**src/rtl/sat_accum_if.sv**
```systemverilog
// -----------------------------------------------------------------------------
// sat_accum_if
//
// Bundles the sample/telemetry signals of sat_accum so the block can be wired
// as one port. The clock and reset stay outside as plain ports.
//
// Handshake: valid-only pulses, no backpressure. A *_vld bit qualifies its
// companion data for exactly the cycle in which it is high; there is no ready,
// so the consumer must take the data in that cycle. in_vld/in_val follow the
// same rule on the input side.
//
// Signals (master = sample producer / telemetry consumer, slave = sat_accum):
//   in_vld    master->slave  1      qualifies in_val for one cycle
//   in_val    master->slave  IN_W   raw sample
//   clr       master->slave  1      synchronous clear of accumulator/telemetry
//   sat_vld   slave->master  1      stage-1 valid pulse
//   sat_out   slave->master  OUT_W  registered clamped sample
//   acc_vld   slave->master  1      stage-2 valid pulse (acc updated)
//   acc       slave->master  OUT_W  saturating running sum
//   acc_clamp slave->master  1      with acc_vld: the sum was clamped
//   sat_hit   slave->master  1      sticky input-clamp flag
//   sat_cnt   slave->master  CNT_W  saturating count of input clamps
// -----------------------------------------------------------------------------
interface sat_accum_if #(
  parameter int IN_W  = 17,
  parameter int OUT_W = 10,
  parameter int CNT_W = 8
) ();

  logic             in_vld;
  logic [IN_W-1:0]  in_val;
  logic             clr;
  logic             sat_vld;
  logic [OUT_W-1:0] sat_out;
  logic             acc_vld;
  logic [OUT_W-1:0] acc;
  logic             acc_clamp;
  logic             sat_hit;
  logic [CNT_W-1:0] sat_cnt;

  modport master (
    output in_vld,
    output in_val,
    output clr,
    input  sat_vld,
    input  sat_out,
    input  acc_vld,
    input  acc,
    input  acc_clamp,
    input  sat_hit,
    input  sat_cnt
  );

  modport slave (
    input  in_vld,
    input  in_val,
    input  clr,
    output sat_vld,
    output sat_out,
    output acc_vld,
    output acc,
    output acc_clamp,
    output sat_hit,
    output sat_cnt
  );

endinterface

```
**src/rtl/sat_accum.sv**
```systemverilog
// -----------------------------------------------------------------------------
// sat_accum
//
// Two-stage saturation / saturating-accumulation block for the control
// datapath. Stage 1 clamps a wide sample into the OUT_W range and registers
// it; stage 2 adds each clamped sample into a saturating accumulator (the PID
// integral term). Input clamp telemetry (sticky flag + saturating counter) is
// updated alongside stage 1.
//
// Parameters:
//   IN_W   input sample width
//   OUT_W  clamped sample / accumulator width (OUT_W < IN_W)
//   SIGNED 1: two's complement, range [-2^(OUT_W-1), 2^(OUT_W-1)-1]
//          0: unsigned,        range [0, 2^OUT_W-1]
//   CNT_W  width of the clamp-event counter
//
// Ports:
//   clk    rising-edge clock
//   rst_n  asynchronous active-low reset; clears every output at once
//   bus    sat_accum_if.slave (in_vld/in_val/clr in; stage outputs and
//          telemetry out). See the interface for the valid-only handshake.
//
// Timing: in_vld at edge N -> sat_vld/sat_out/sat_hit/sat_cnt after N+1,
// acc_vld/acc/acc_clamp after N+2. One sample per cycle, no stalls.
// -----------------------------------------------------------------------------
module sat_accum #(
  parameter int IN_W   = 17,
  parameter int OUT_W  = 10,
  parameter int SIGNED = 1,
  parameter int CNT_W  = 8
) (
  input logic         clk,
  input logic         rst_n,
  sat_accum_if.slave  bus
);

  localparam logic [OUT_W-1:0] MAX_V = (SIGNED != 0) ? {1'b0, {(OUT_W-1){1'b1}}}
                                                     : {OUT_W{1'b1}};
  localparam logic [OUT_W-1:0] MIN_V = (SIGNED != 0) ? {1'b1, {(OUT_W-1){1'b0}}}
                                                     : {OUT_W{1'b0}};

  // ---------------------------------------------------------------------------
  // Registered state
  // ---------------------------------------------------------------------------
  logic             sat_vld_q;
  logic [OUT_W-1:0] sat_out_q;
  logic             acc_vld_q;
  logic [OUT_W-1:0] acc_q;
  logic             acc_clamp_q;
  logic             sat_hit_q;
  logic [CNT_W-1:0] sat_cnt_q;

  // ---------------------------------------------------------------------------
  // Stage 1: range check and clamp of the raw sample
  // ---------------------------------------------------------------------------
  logic             in_over;
  logic             in_under;
  logic [OUT_W-1:0] in_clamped;

  always_comb begin
    in_over  = 1'b0;
    in_under = 1'b0;
    if (SIGNED != 0) begin
      // In range exactly when every bit from IN_W-2 down to OUT_W-1 copies
      // the sign bit; otherwise the sign tells which side overflowed.
      if (!bus.in_val[IN_W-1] && (|bus.in_val[IN_W-2:OUT_W-1])) begin
        in_over = 1'b1;
      end
      if (bus.in_val[IN_W-1] && !(&bus.in_val[IN_W-2:OUT_W-1])) begin
        in_under = 1'b1;
      end
    end else begin
      // Unsigned values cannot fall below 0, only above the top.
      in_over = |bus.in_val[IN_W-1:OUT_W];
    end

    if (in_over) begin
      in_clamped = MAX_V;
    end else if (in_under) begin
      in_clamped = MIN_V;
    end else begin
      in_clamped = bus.in_val[OUT_W-1:0];
    end
  end

  logic clamp_event;
  logic cnt_full;

  assign clamp_event = bus.in_vld && (in_over || in_under);
  assign cnt_full    = &sat_cnt_q;

  always_ff @(posedge clk or negedge rst_n) begin
    if (!rst_n) begin
      sat_vld_q <= 1'b0;
      sat_out_q <= '0;
    end else begin
      sat_vld_q <= bus.in_vld;
      if (bus.in_vld) begin
        sat_out_q <= in_clamped;
      end
    end
  end

  // Telemetry: clr has priority over a coincident clamp event.
  always_ff @(posedge clk or negedge rst_n) begin
    if (!rst_n) begin
      sat_hit_q <= 1'b0;
      sat_cnt_q <= '0;
    end else if (bus.clr) begin
      sat_hit_q <= 1'b0;
      sat_cnt_q <= '0;
    end else if (clamp_event) begin
      sat_hit_q <= 1'b1;
      if (!cnt_full) begin
        sat_cnt_q <= sat_cnt_q + 1'b1;
      end
    end
  end

  // ---------------------------------------------------------------------------
  // Stage 2: OUT_W+1 bit sum and clamp back into range
  // ---------------------------------------------------------------------------
  logic [OUT_W:0]   acc_ext;
  logic [OUT_W:0]   smp_ext;
  logic [OUT_W:0]   sum;
  logic             sum_over;
  logic             sum_under;
  logic [OUT_W-1:0] sum_clamped;

  always_comb begin
    if (SIGNED != 0) begin
      acc_ext = {acc_q[OUT_W-1], acc_q};
      smp_ext = {sat_out_q[OUT_W-1], sat_out_q};
    end else begin
      acc_ext = {1'b0, acc_q};
      smp_ext = {1'b0, sat_out_q};
    end
    sum = acc_ext + smp_ext;

    sum_over  = 1'b0;
    sum_under = 1'b0;
    if (SIGNED != 0) begin
      // The two top bits of the widened sum disagree only on overflow;
      // the top bit is the true sign and picks the side.
      sum_over  = !sum[OUT_W] &&  sum[OUT_W-1];
      sum_under =  sum[OUT_W] && !sum[OUT_W-1];
    end else begin
      sum_over  = sum[OUT_W];
    end

    if (sum_over) begin
      sum_clamped = MAX_V;
    end else if (sum_under) begin
      sum_clamped = MIN_V;
    end else begin
      sum_clamped = sum[OUT_W-1:0];
    end
  end

  // clr discards a coincident stage-1 sample from the sum and suppresses
  // its acc_vld pulse.
  always_ff @(posedge clk or negedge rst_n) begin
    if (!rst_n) begin
      acc_q       <= '0;
      acc_vld_q   <= 1'b0;
      acc_clamp_q <= 1'b0;
    end else if (bus.clr) begin
      acc_q       <= '0;
      acc_vld_q   <= 1'b0;
      acc_clamp_q <= 1'b0;
    end else if (sat_vld_q) begin
      acc_q       <= sum_clamped;
      acc_vld_q   <= 1'b1;
      acc_clamp_q <= sum_over || sum_under;
    end else begin
      acc_vld_q   <= 1'b0;
      acc_clamp_q <= 1'b0;
    end
  end

  // ---------------------------------------------------------------------------
  // Outputs
  // ---------------------------------------------------------------------------
  assign bus.sat_vld   = sat_vld_q;
  assign bus.sat_out   = sat_out_q;
  assign bus.acc_vld   = acc_vld_q;
  assign bus.acc       = acc_q;
  assign bus.acc_clamp = acc_clamp_q;
  assign bus.sat_hit   = sat_hit_q;
  assign bus.sat_cnt   = sat_cnt_q;

endmodule

```
**src/flat_wrapper.sv**
```systemverilog
// flat-port wrapper written by rule: the top's interface ports become plain ports
module sat_accum_flat 
#(
  parameter int IN_W   = 17,
  parameter int OUT_W  = 10,
  parameter int SIGNED = 1,
  parameter int CNT_W  = 8
)
  (clk, rst_n, bus_in_vld, bus_in_val, bus_clr, bus_sat_vld, bus_sat_out, bus_acc_vld, bus_acc, bus_acc_clamp, bus_sat_hit, bus_sat_cnt);
  sat_accum_if #(.IN_W(IN_W), .OUT_W(OUT_W), .CNT_W(CNT_W)) bus_i ();
  input logic clk;
  input logic rst_n;
  input wire logic [$bits(bus_i.in_vld)-1:0] bus_in_vld;
  input wire logic [$bits(bus_i.in_val)-1:0] bus_in_val;
  input wire logic [$bits(bus_i.clr)-1:0] bus_clr;
  output wire logic [$bits(bus_i.sat_vld)-1:0] bus_sat_vld;
  output wire logic [$bits(bus_i.sat_out)-1:0] bus_sat_out;
  output wire logic [$bits(bus_i.acc_vld)-1:0] bus_acc_vld;
  output wire logic [$bits(bus_i.acc)-1:0] bus_acc;
  output wire logic [$bits(bus_i.acc_clamp)-1:0] bus_acc_clamp;
  output wire logic [$bits(bus_i.sat_hit)-1:0] bus_sat_hit;
  output wire logic [$bits(bus_i.sat_cnt)-1:0] bus_sat_cnt;
  assign bus_i.in_vld = bus_in_vld;
  assign bus_i.in_val = bus_in_val;
  assign bus_i.clr = bus_clr;
  assign bus_sat_vld = bus_i.sat_vld;
  assign bus_sat_out = bus_i.sat_out;
  assign bus_acc_vld = bus_i.acc_vld;
  assign bus_acc = bus_i.acc;
  assign bus_acc_clamp = bus_i.acc_clamp;
  assign bus_sat_hit = bus_i.sat_hit;
  assign bus_sat_cnt = bus_i.sat_cnt;
  sat_accum #(.IN_W(IN_W), .OUT_W(OUT_W), .SIGNED(SIGNED), .CNT_W(CNT_W)) u_core (.clk(clk), .rst_n(rst_n), .bus(bus_i));
endmodule
```
**config.mk**
```make
export PLATFORM = sky130hd
export DESIGN_NAME = sat_accum_flat
export DESIGN_NICKNAME = d
export VERILOG_FILES = /design/src/rtl/sat_accum_if.sv /design/src/rtl/sat_accum.sv /design/src/flat_wrapper.sv
export SDC_FILE = /design/constraint.sdc
export NUM_CORES = 1
export LEC_CHECK = 0
export ABC_CLOCK_PERIOD_IN_PS = 5900
export CORE_MARGIN = 3
export CORE_UTILIZATION = 40
export DETAILED_ROUTE_END_ITERATION = 6
export GPL_TIMING_DRIVEN = 0
export PLACE_DENSITY = 0.64
export SLEW_MARGIN = 20
export SYNTH_ARGS = -nofsm -noshare
export SYNTH_HDL_FRONTEND = slang
export SYNTH_SLANG_ARGS = --single-unit
export TNS_END_PERCENT = 1
```
**constraint.sdc**
```tcl
create_clock -name clk -period 5.9 [get_ports clk]
set_input_delay 1.18 -clock clk [delete_from_list [all_inputs] [get_ports clk]]
set_output_delay 1.18 -clock clk [all_outputs]
set_load 0.02 [all_outputs]
```
==> results.cfg, run 1 <==
[outcome]
run_status = complete, no violations

[cts]
clockRootBuffer = clkbuf_8
cts.htree.levels = 2
postCtsSetupBuffers = 0
tritoncts = built
ctsLongestPathBuffers = 2
clkSinkCount = 32
cts_made_buffers = 5
clk_slew_on_worst_s_h_paths_ns = 0.07
clk-insertion-delay-late_ns = 0.29
cts_hold_buf = 0
post_cts_resized = 0

[global_routing]
gr-usage-all-layers_pct = 19.0
grt_pass1_wl_microns = 8850
global_route_met1_utilization_pct = 24.7
grt_max_degree = 24
global_route_congestion_overflow_total = 0
groute.layer.met2.usage_pct = 30.9
grt_most_used_layer = met2
number_of_global_route_vias_before_repair = 1859
antenna_found_initial = 0
met3_usage_pct = 4.14

[flow_run]
maxCapViolCount = 0

[floorplanning]
floorplan.io_pins = 53
floorplan.core_area_sq_um = 4560
initial_standard_cell_utilization_of_the_core_pct = 43.1
number_of_placement_rows = 24
area_of_the_die_sq_um = 5800
floorplan.die.width_microns = 76.2
die_h_microns = 76.2

[synth]
netlist_area_sq_um = 1970
synthesis.area_per_instance_sq_um = 9.29
yosys_register_bits = 32
synthDistinctLibCells = 39
netlist_instances = 212
postSynthNetCount = 247
synth_area_leaders = dfrtp_1 41%, ha_1 8.3%, nor2_1 5.1%
asyncSetResetFlopFracSynth_pct = 100
synth.yosys.seq_area_share_pct = 40.7
synth_most_common_cell = dfrtp_1
synth_top_cell_by_area = dfrtp_1
synth.top_cell.area_share_pct = 40.7
synth_commonest_cells = 32 x dfrtp_1, 27 x nor2_1, 19 x inv_1
yosys_most_used_dff = dfrtp_1
synth_enable_flop_cells = 0
synth.yosys.warnings = 0

[sta]
fin_worst_skew_ns = 0.00670
hold_ws_ns = 0.508
setup_slack_ns = 2.84
timing.final.crit_share_pct = 51.9
finalCriticalPeriod_ns = 3.06
worstMarginPinSlew_ns = 0.816
timing.final.max_slew_violations = 0
finalHoldViolations = 0
rsz_0062_raised_after_global_routing = false
final.setup.tns_ns = 0
fmax_mhz = 327
setup_viol_count_final = 0
slew_headroom_pct = 45.4

[layout]
fin_cells = 338
fraction_of_final_layout_cells_sized_beyond_drive_strength_1_pct = 6.96
final_design_area_no_fill_sq_um = 2680
fillerInstances = 418
num-nets-final = 307
num_antenna_cells = 0
syn_to_layout_area_delta_pct = 36.0
final_util_pct = 58.7

[detailed_routing]
post-route-drc-count = 0
dr.first_iter.drc_count = 126
drtAntennaViolNets = 0
viasPerCell = 5.33
dr_total_vias = 1802
dr.pass1.iters = 4
drt-total-wl_microns = 5160
wire_length_per_cell_after_detailed_routing_microns = 15.3

[worst_hold_path]
min_delay_path_depth = 2
hold_wc_path_type = flip-flop to flip-flop

[critical_path]
critical_path.endpoint_type = flip-flop
cp_data_arrival_time_ns = 3.27
crit_path_max_fanout = 5
cp-start-kind = flip-flop
worstRegToRegCells = 13
worstPathRequired_ns = 6.11
path_class = flip-flop to flip-flop

[pwr]
cellPowerDensity_nw_per_um2 = 329
worst_ir_drop_vdd_mv = 0.182
fin_total_pwr_mw = 0.881
p_leak_nw = 1.14

[placed_design]
detailed_place.area_sq_um = 2590
place_inst = 330
dp.final_hpwl_microns = 3850
preCtsSetupSlack_ns = 2.54
port_buffers = 52
globalplace.congestion = 0.837
==> flip-flops by register name, summed over array words and instances (netlist names) <==
signal	cells
u_core.bus.sat_out	10
u_core.bus.acc_clamp	1
u_core.bus.sat_vld	1
u_core.bus.sat_cnt	8
u_core.bus.sat_hit	1
u_core.bus.acc_vld	1
u_core.bus.acc	10
==> critical path, cell delays in order, from the launching register on <==
cell     delay [ns]
dfrtp_1        0.38
ha_1           0.21
inv_1          0.07
fa_1           0.41
nor2b_1        0.20
o31a_1         0.22
o21a_1         0.13
nor2_1         0.06
o21a_1         0.20
ha_1           0.27
nor2_1         0.32
nand3_1        0.12
a31o_2         0.23
o22ai_1        0.14
==> layout by cell type, fill, tap and decap left out, types with 6 or more instances in the layout <==
cell type	instances
clkdlybuf4s50_1	51
dfrtp_1	32
nor2_1	27
inv_1	19
o21ai_0	17
ha_1	13
a21oi_1	12
o211ai_1	11
nand3_1	6
o21a_1	6
xnor2_1	6
clkbuf_1	6
nand2_1	6
clkbuf_8	6
==> area by class of cell <==
type | count | area (sq um) | area share, %
Multi-Input combinational cell | 155 | 1070 | 40.1
Clock inverter | 2 | 10.0 | 0.374
Inverter | 19 | 71.3 | 2.66
Timing Repair Buffer | 53 | 536 | 20.0
Sequential cell | 32 | 801 | 29.9
Clock buffer | 6 | 82.6 | 3.08
Tap cell | 65 | 81.3 | 3.04
Buffer | 6 | 22.5 | 0.841
==> power breakdown <==
group | leakage (nW) | switching [mW] | internal [mW]
sequential | 0.417 | 0.0279 | 0.254
combinational | 0.667 | 0.229 | 0.191
clock | 0.0510 | 0.0863 | 0.0931
total | 1.14 | 0.343 | 0.538
==> cell families after synthesis <==
kind of cell | Yosys count | synth area share [%]
buf+inv | 25 | 4.76
compound gates | 68 | 23.9
xor+xnor | 7 | 3.11
mux | 8 | 4.45
flops | 32 | 40.7
simple gates | 58 | 13.9
fa+ha+maj | 14 | 9.28
==> final timing paths <==
path                                           startpoint                             end  slack (ns)
min in group asynchronous                           rst_n   u_core.bus.acc[7]$_DFFE_PN0P_        0.75
hold reg to reg            u_core.bus.sat_hit$_DFFE_PN0P_  u_core.bus.sat_hit$_DFFE_PN0P_        0.51
max in group asynchronous                           rst_n    u_core.bus.sat_vld$_DFF_PN0_        4.75
hold / removal             u_core.bus.sat_hit$_DFFE_PN0P_  u_core.bus.sat_hit$_DFFE_PN0P_        0.51
setup reg to reg            u_core.bus.acc[0]$_DFFE_PN0P_   u_core.bus.acc[7]$_DFFE_PN0P_        2.84
setup / recovery            u_core.bus.acc[0]$_DFFE_PN0P_   u_core.bus.acc[7]$_DFFE_PN0P_        2.84
==> routing by layer <==
metal  up-vias  share of wire (%)
met4         0                1.0
met5         -                  0
met1       859                 46
li1        889                  -
met2        48                 47
met3         6                6.3
Power figures use the tool's default switching activity.
==> inputs of run 2 (changes only) <==
--- a/config.mk
+++ b/config.mk
@@ -5,12 +5,12 @@
 export SDC_FILE = /design/constraint.sdc
 export NUM_CORES = 1
 export LEC_CHECK = 0
-export ABC_CLOCK_PERIOD_IN_PS = 5900
+export ABC_CLOCK_PERIOD_IN_PS = 2700
 export CORE_MARGIN = 3
 export CORE_UTILIZATION = 40
 export DETAILED_ROUTE_END_ITERATION = 6
 export GPL_TIMING_DRIVEN = 0
-export PLACE_DENSITY = 0.64
+export PLACE_DENSITY = 0.67
 export SLEW_MARGIN = 20
 export SYNTH_ARGS = -nofsm -noshare
 export SYNTH_HDL_FRONTEND = slang
==> constraint.sdc (replaced) <==
create_clock -name clk -period 2.7 [get_ports clk]
set_input_delay 0.54 -clock clk [delete_from_list [all_inputs] [get_ports clk]]
set_output_delay 0.54 -clock clk [all_outputs]
set_load 0.02 [all_outputs]
==> results.cfg, run 2 (synthesis gave the netlist of run 1 again) <==
[outcome]
run_status = complete, no violations

[detailed_routing]
dr_total_vias = 1839
dr.pass1.iters = 4
drtAntennaViolNets = 0
viasPerCell = 5.38
routed-wl-met2_microns = 2460
wire_length_per_cell_after_detailed_routing_microns = 15.3
drt-total-wl_microns = 5220
highest-signal-layer = met4
dr_wl_met3_microns = 290
dr.first_iter.drc_count = 129
wl_met1_microns = 2410
post-route-drc-count = 0

[sta]
fmax_mhz = 388
setup_viol_count_final = 0
finalHoldViolations = 0
slew_headroom_pct = 46.8
rsz_0062_raised_after_global_routing = false
fin_worst_skew_ns = 0.00361
timing.final.crit_share_pct = 95.4
finalCriticalPeriod_ns = 2.58
hold_ws_ns = 0.154
worstMarginPinSlew_ns = 0.795
timing.final.max_slew_violations = 0

[critical_path]
worstPathRequired_ns = 2.89
max_stage_delay_ns = 0.40
critical_path_buffer_and_inverter_count = 1
critPathTopFamily = compound AO/OA/AOI/OAI gates
critical_path.endpoint_type = flip-flop
worst_path_max_delay_cell = dfrtp_2
cp-start-kind = flip-flop
cp_data_arrival_time_ns = 2.77
path_class = flip-flop to flip-flop
crit_top_cell = o21a_1
timing.critical_path.cells = ha_4, inv_1, fa_2, nor2b_4, o31a_1, o21a_1, nor2_2, o21a_1, ha_2, nor2_4, nand3_1, a31o_2, o22ai_1
crit_path_max_fanout = 5

[layout]
syn_to_layout_area_delta_pct = 40.6
num_antenna_cells = 0
most_used_cells_in_the_layout_excluding_fill_and_tap_cells = 51 x clkdlybuf4s50_1, 30 x dfrtp_1, 25 x nor2_1
final_util_pct = 60.7
fin_cells = 342
layout_commonest_cell = clkdlybuf4s50_1
num-nets-final = 311
fraction_of_final_layout_cells_sized_beyond_drive_strength_1_pct = 12.3
fillerInstances = 422
final_design_area_no_fill_sq_um = 2770

[floorplanning]
area_of_the_die_sq_um = 5800
number_of_placement_rows = 24
floorplan.die.width_microns = 76.2
floorplan.io_pins = 53
initial_standard_cell_utilization_of_the_core_pct = 43.1
floorplan.core_area_sq_um = 4560
die_h_microns = 76.2

[pwr]
worst_ir_drop_vdd_mv = 0.398
cellPowerDensity_nw_per_um2 = 717
p_leak_nw = 1.15

[cts]
tritoncts = built
ctsLongestPathBuffers = 2
clkSinkCount = 32
clk-insertion-delay-late_ns = 0.28
cts_hold_buf = 0
clk_slew_on_worst_s_h_paths_ns = 0.07
cts_made_buffers = 5
cts.htree.levels = 2
clockRootBuffer = clkbuf_8

[worst_hold_path]
hold_wc_path_type = primary input to asynchronous set/reset pin

[placed_design]
detailed_place.area_sq_um = 2600
globalplace.congestion = 0.804
port_buffers = 52
dp.final_hpwl_microns = 3870
place_inst = 330

[global_routing]
antenna_found_initial = 0
grt_pass1_wl_microns = 9110
number_of_global_route_vias_before_repair = 1878
global_route_congestion_overflow_total = 0
gr-usage-all-layers_pct = 19.2
grt_max_degree = 22

[flow_run]
maxCapViolCount = 0
run 2: cell types whose count changed in the layout (fill, tap and decap cells not counted), sizes merged:
cell    before  now
buf          2    6
clkbuf      12   14
clkinv       2    0
run 2: metal layers:
metal	track usage [%]	vias to the layer above
met5	0	-
met4	5.98	0
met3	4.73	8
met2	31.4	49
met1	24.9	878
li1	-	904
run 2: cell type report:
class / instances / area (sq um) / area share [%]
clock buffer: 8 / 90.1 / 3.25
inverter: 19 / 71.3 / 2.58
timing repair buffer: 57 / 573 / 20.7
sequential: 32 / 803 / 29.0
multi-input combinational: 155 / 1130 / 40.7
tap: 65 / 81.3 / 2.94
buffer: 6 / 22.5 / 0.813
run 2: timing repair:
item	4_1_cts	5_1_grt
endpoints found under the setup margin	5	6
resized for setup	5	9
buffers inserted	1	3
pin swaps	1	2
run 2: through the flow:
| step | setup TNS, ns | power (mW) | worst slack [ns] |
|---|---|---|---|
| final | 0 | 1.98 | 0.123 |
| after global routing | 0 | 2.14 | 0.0159 |
| after CTS | 0 | 1.95 | 0.00684 |
| after detailed placement | -0.380 | 1.54 | -0.237 |
| after global placement | -0.259 | 1.53 | -0.241 |
| after floorplan | 0 | 1.21 | 0.0465 |
run 2: where the power goes:
part           switching, mW  total, mW  internal, mW
clock                  0.180      0.388         0.208
sequential            0.0640      0.620         0.556
combinational          0.520      0.977         0.457
run 2: worst paths after layout:
kind | slack (ns) | endpoint | depth (start not counted) | startpoint
max | 0.12 | u_core.bus.acc[7]$_DFFE_PN0P_ | 13 | u_core.bus.acc[0]$_DFFE_PN0P_
min reg2reg | 0.53 | u_core.bus.sat_hit$_DFFE_PN0P_ | 2 | u_core.bus.sat_hit$_DFFE_PN0P_
max reg2reg | 0.12 | u_core.bus.acc[7]$_DFFE_PN0P_ | 13 | u_core.bus.acc[0]$_DFFE_PN0P_
min | 0.15 | u_core.bus.acc[9]$_DFFE_PN0P_ | 1 | rst_n
max in group asynchronous | 2.12 | u_core.bus.sat_out[0]$_DFFE_PN0P_ | 2 | rst_n
min in group clk | 0.53 | u_core.bus.sat_hit$_DFFE_PN0P_ | 2 | u_core.bus.sat_hit$_DFFE_PN0P_
run 2: worst register-to-register path, cell delays in order, from the launching register on:
cell and delay [ns]:
dfrtp_2 0.40, ha_4 0.16, inv_1 0.05, fa_2 0.37, nor2b_4 0.14, o31a_1 0.18
o21a_1 0.14, nor2_2 0.05, o21a_1 0.19, ha_2 0.23, nor2_4 0.13, nand3_1 0.09
a31o_2 0.22, o22ai_1 0.15
==> inputs of run 3 (changes only) <==
--- a/config.mk
+++ b/config.mk
@@ -8,6 +8,7 @@
 export ABC_CLOCK_PERIOD_IN_PS = 2700
 export CORE_MARGIN = 3
 export CORE_UTILIZATION = 40
+export CTS_CLUSTER_SIZE = 24
 export DETAILED_ROUTE_END_ITERATION = 6
 export GPL_TIMING_DRIVEN = 0
 export PLACE_DENSITY = 0.67
==> results of run 3 <==
Final layout, timing and power as in run 2 (identical DEF).
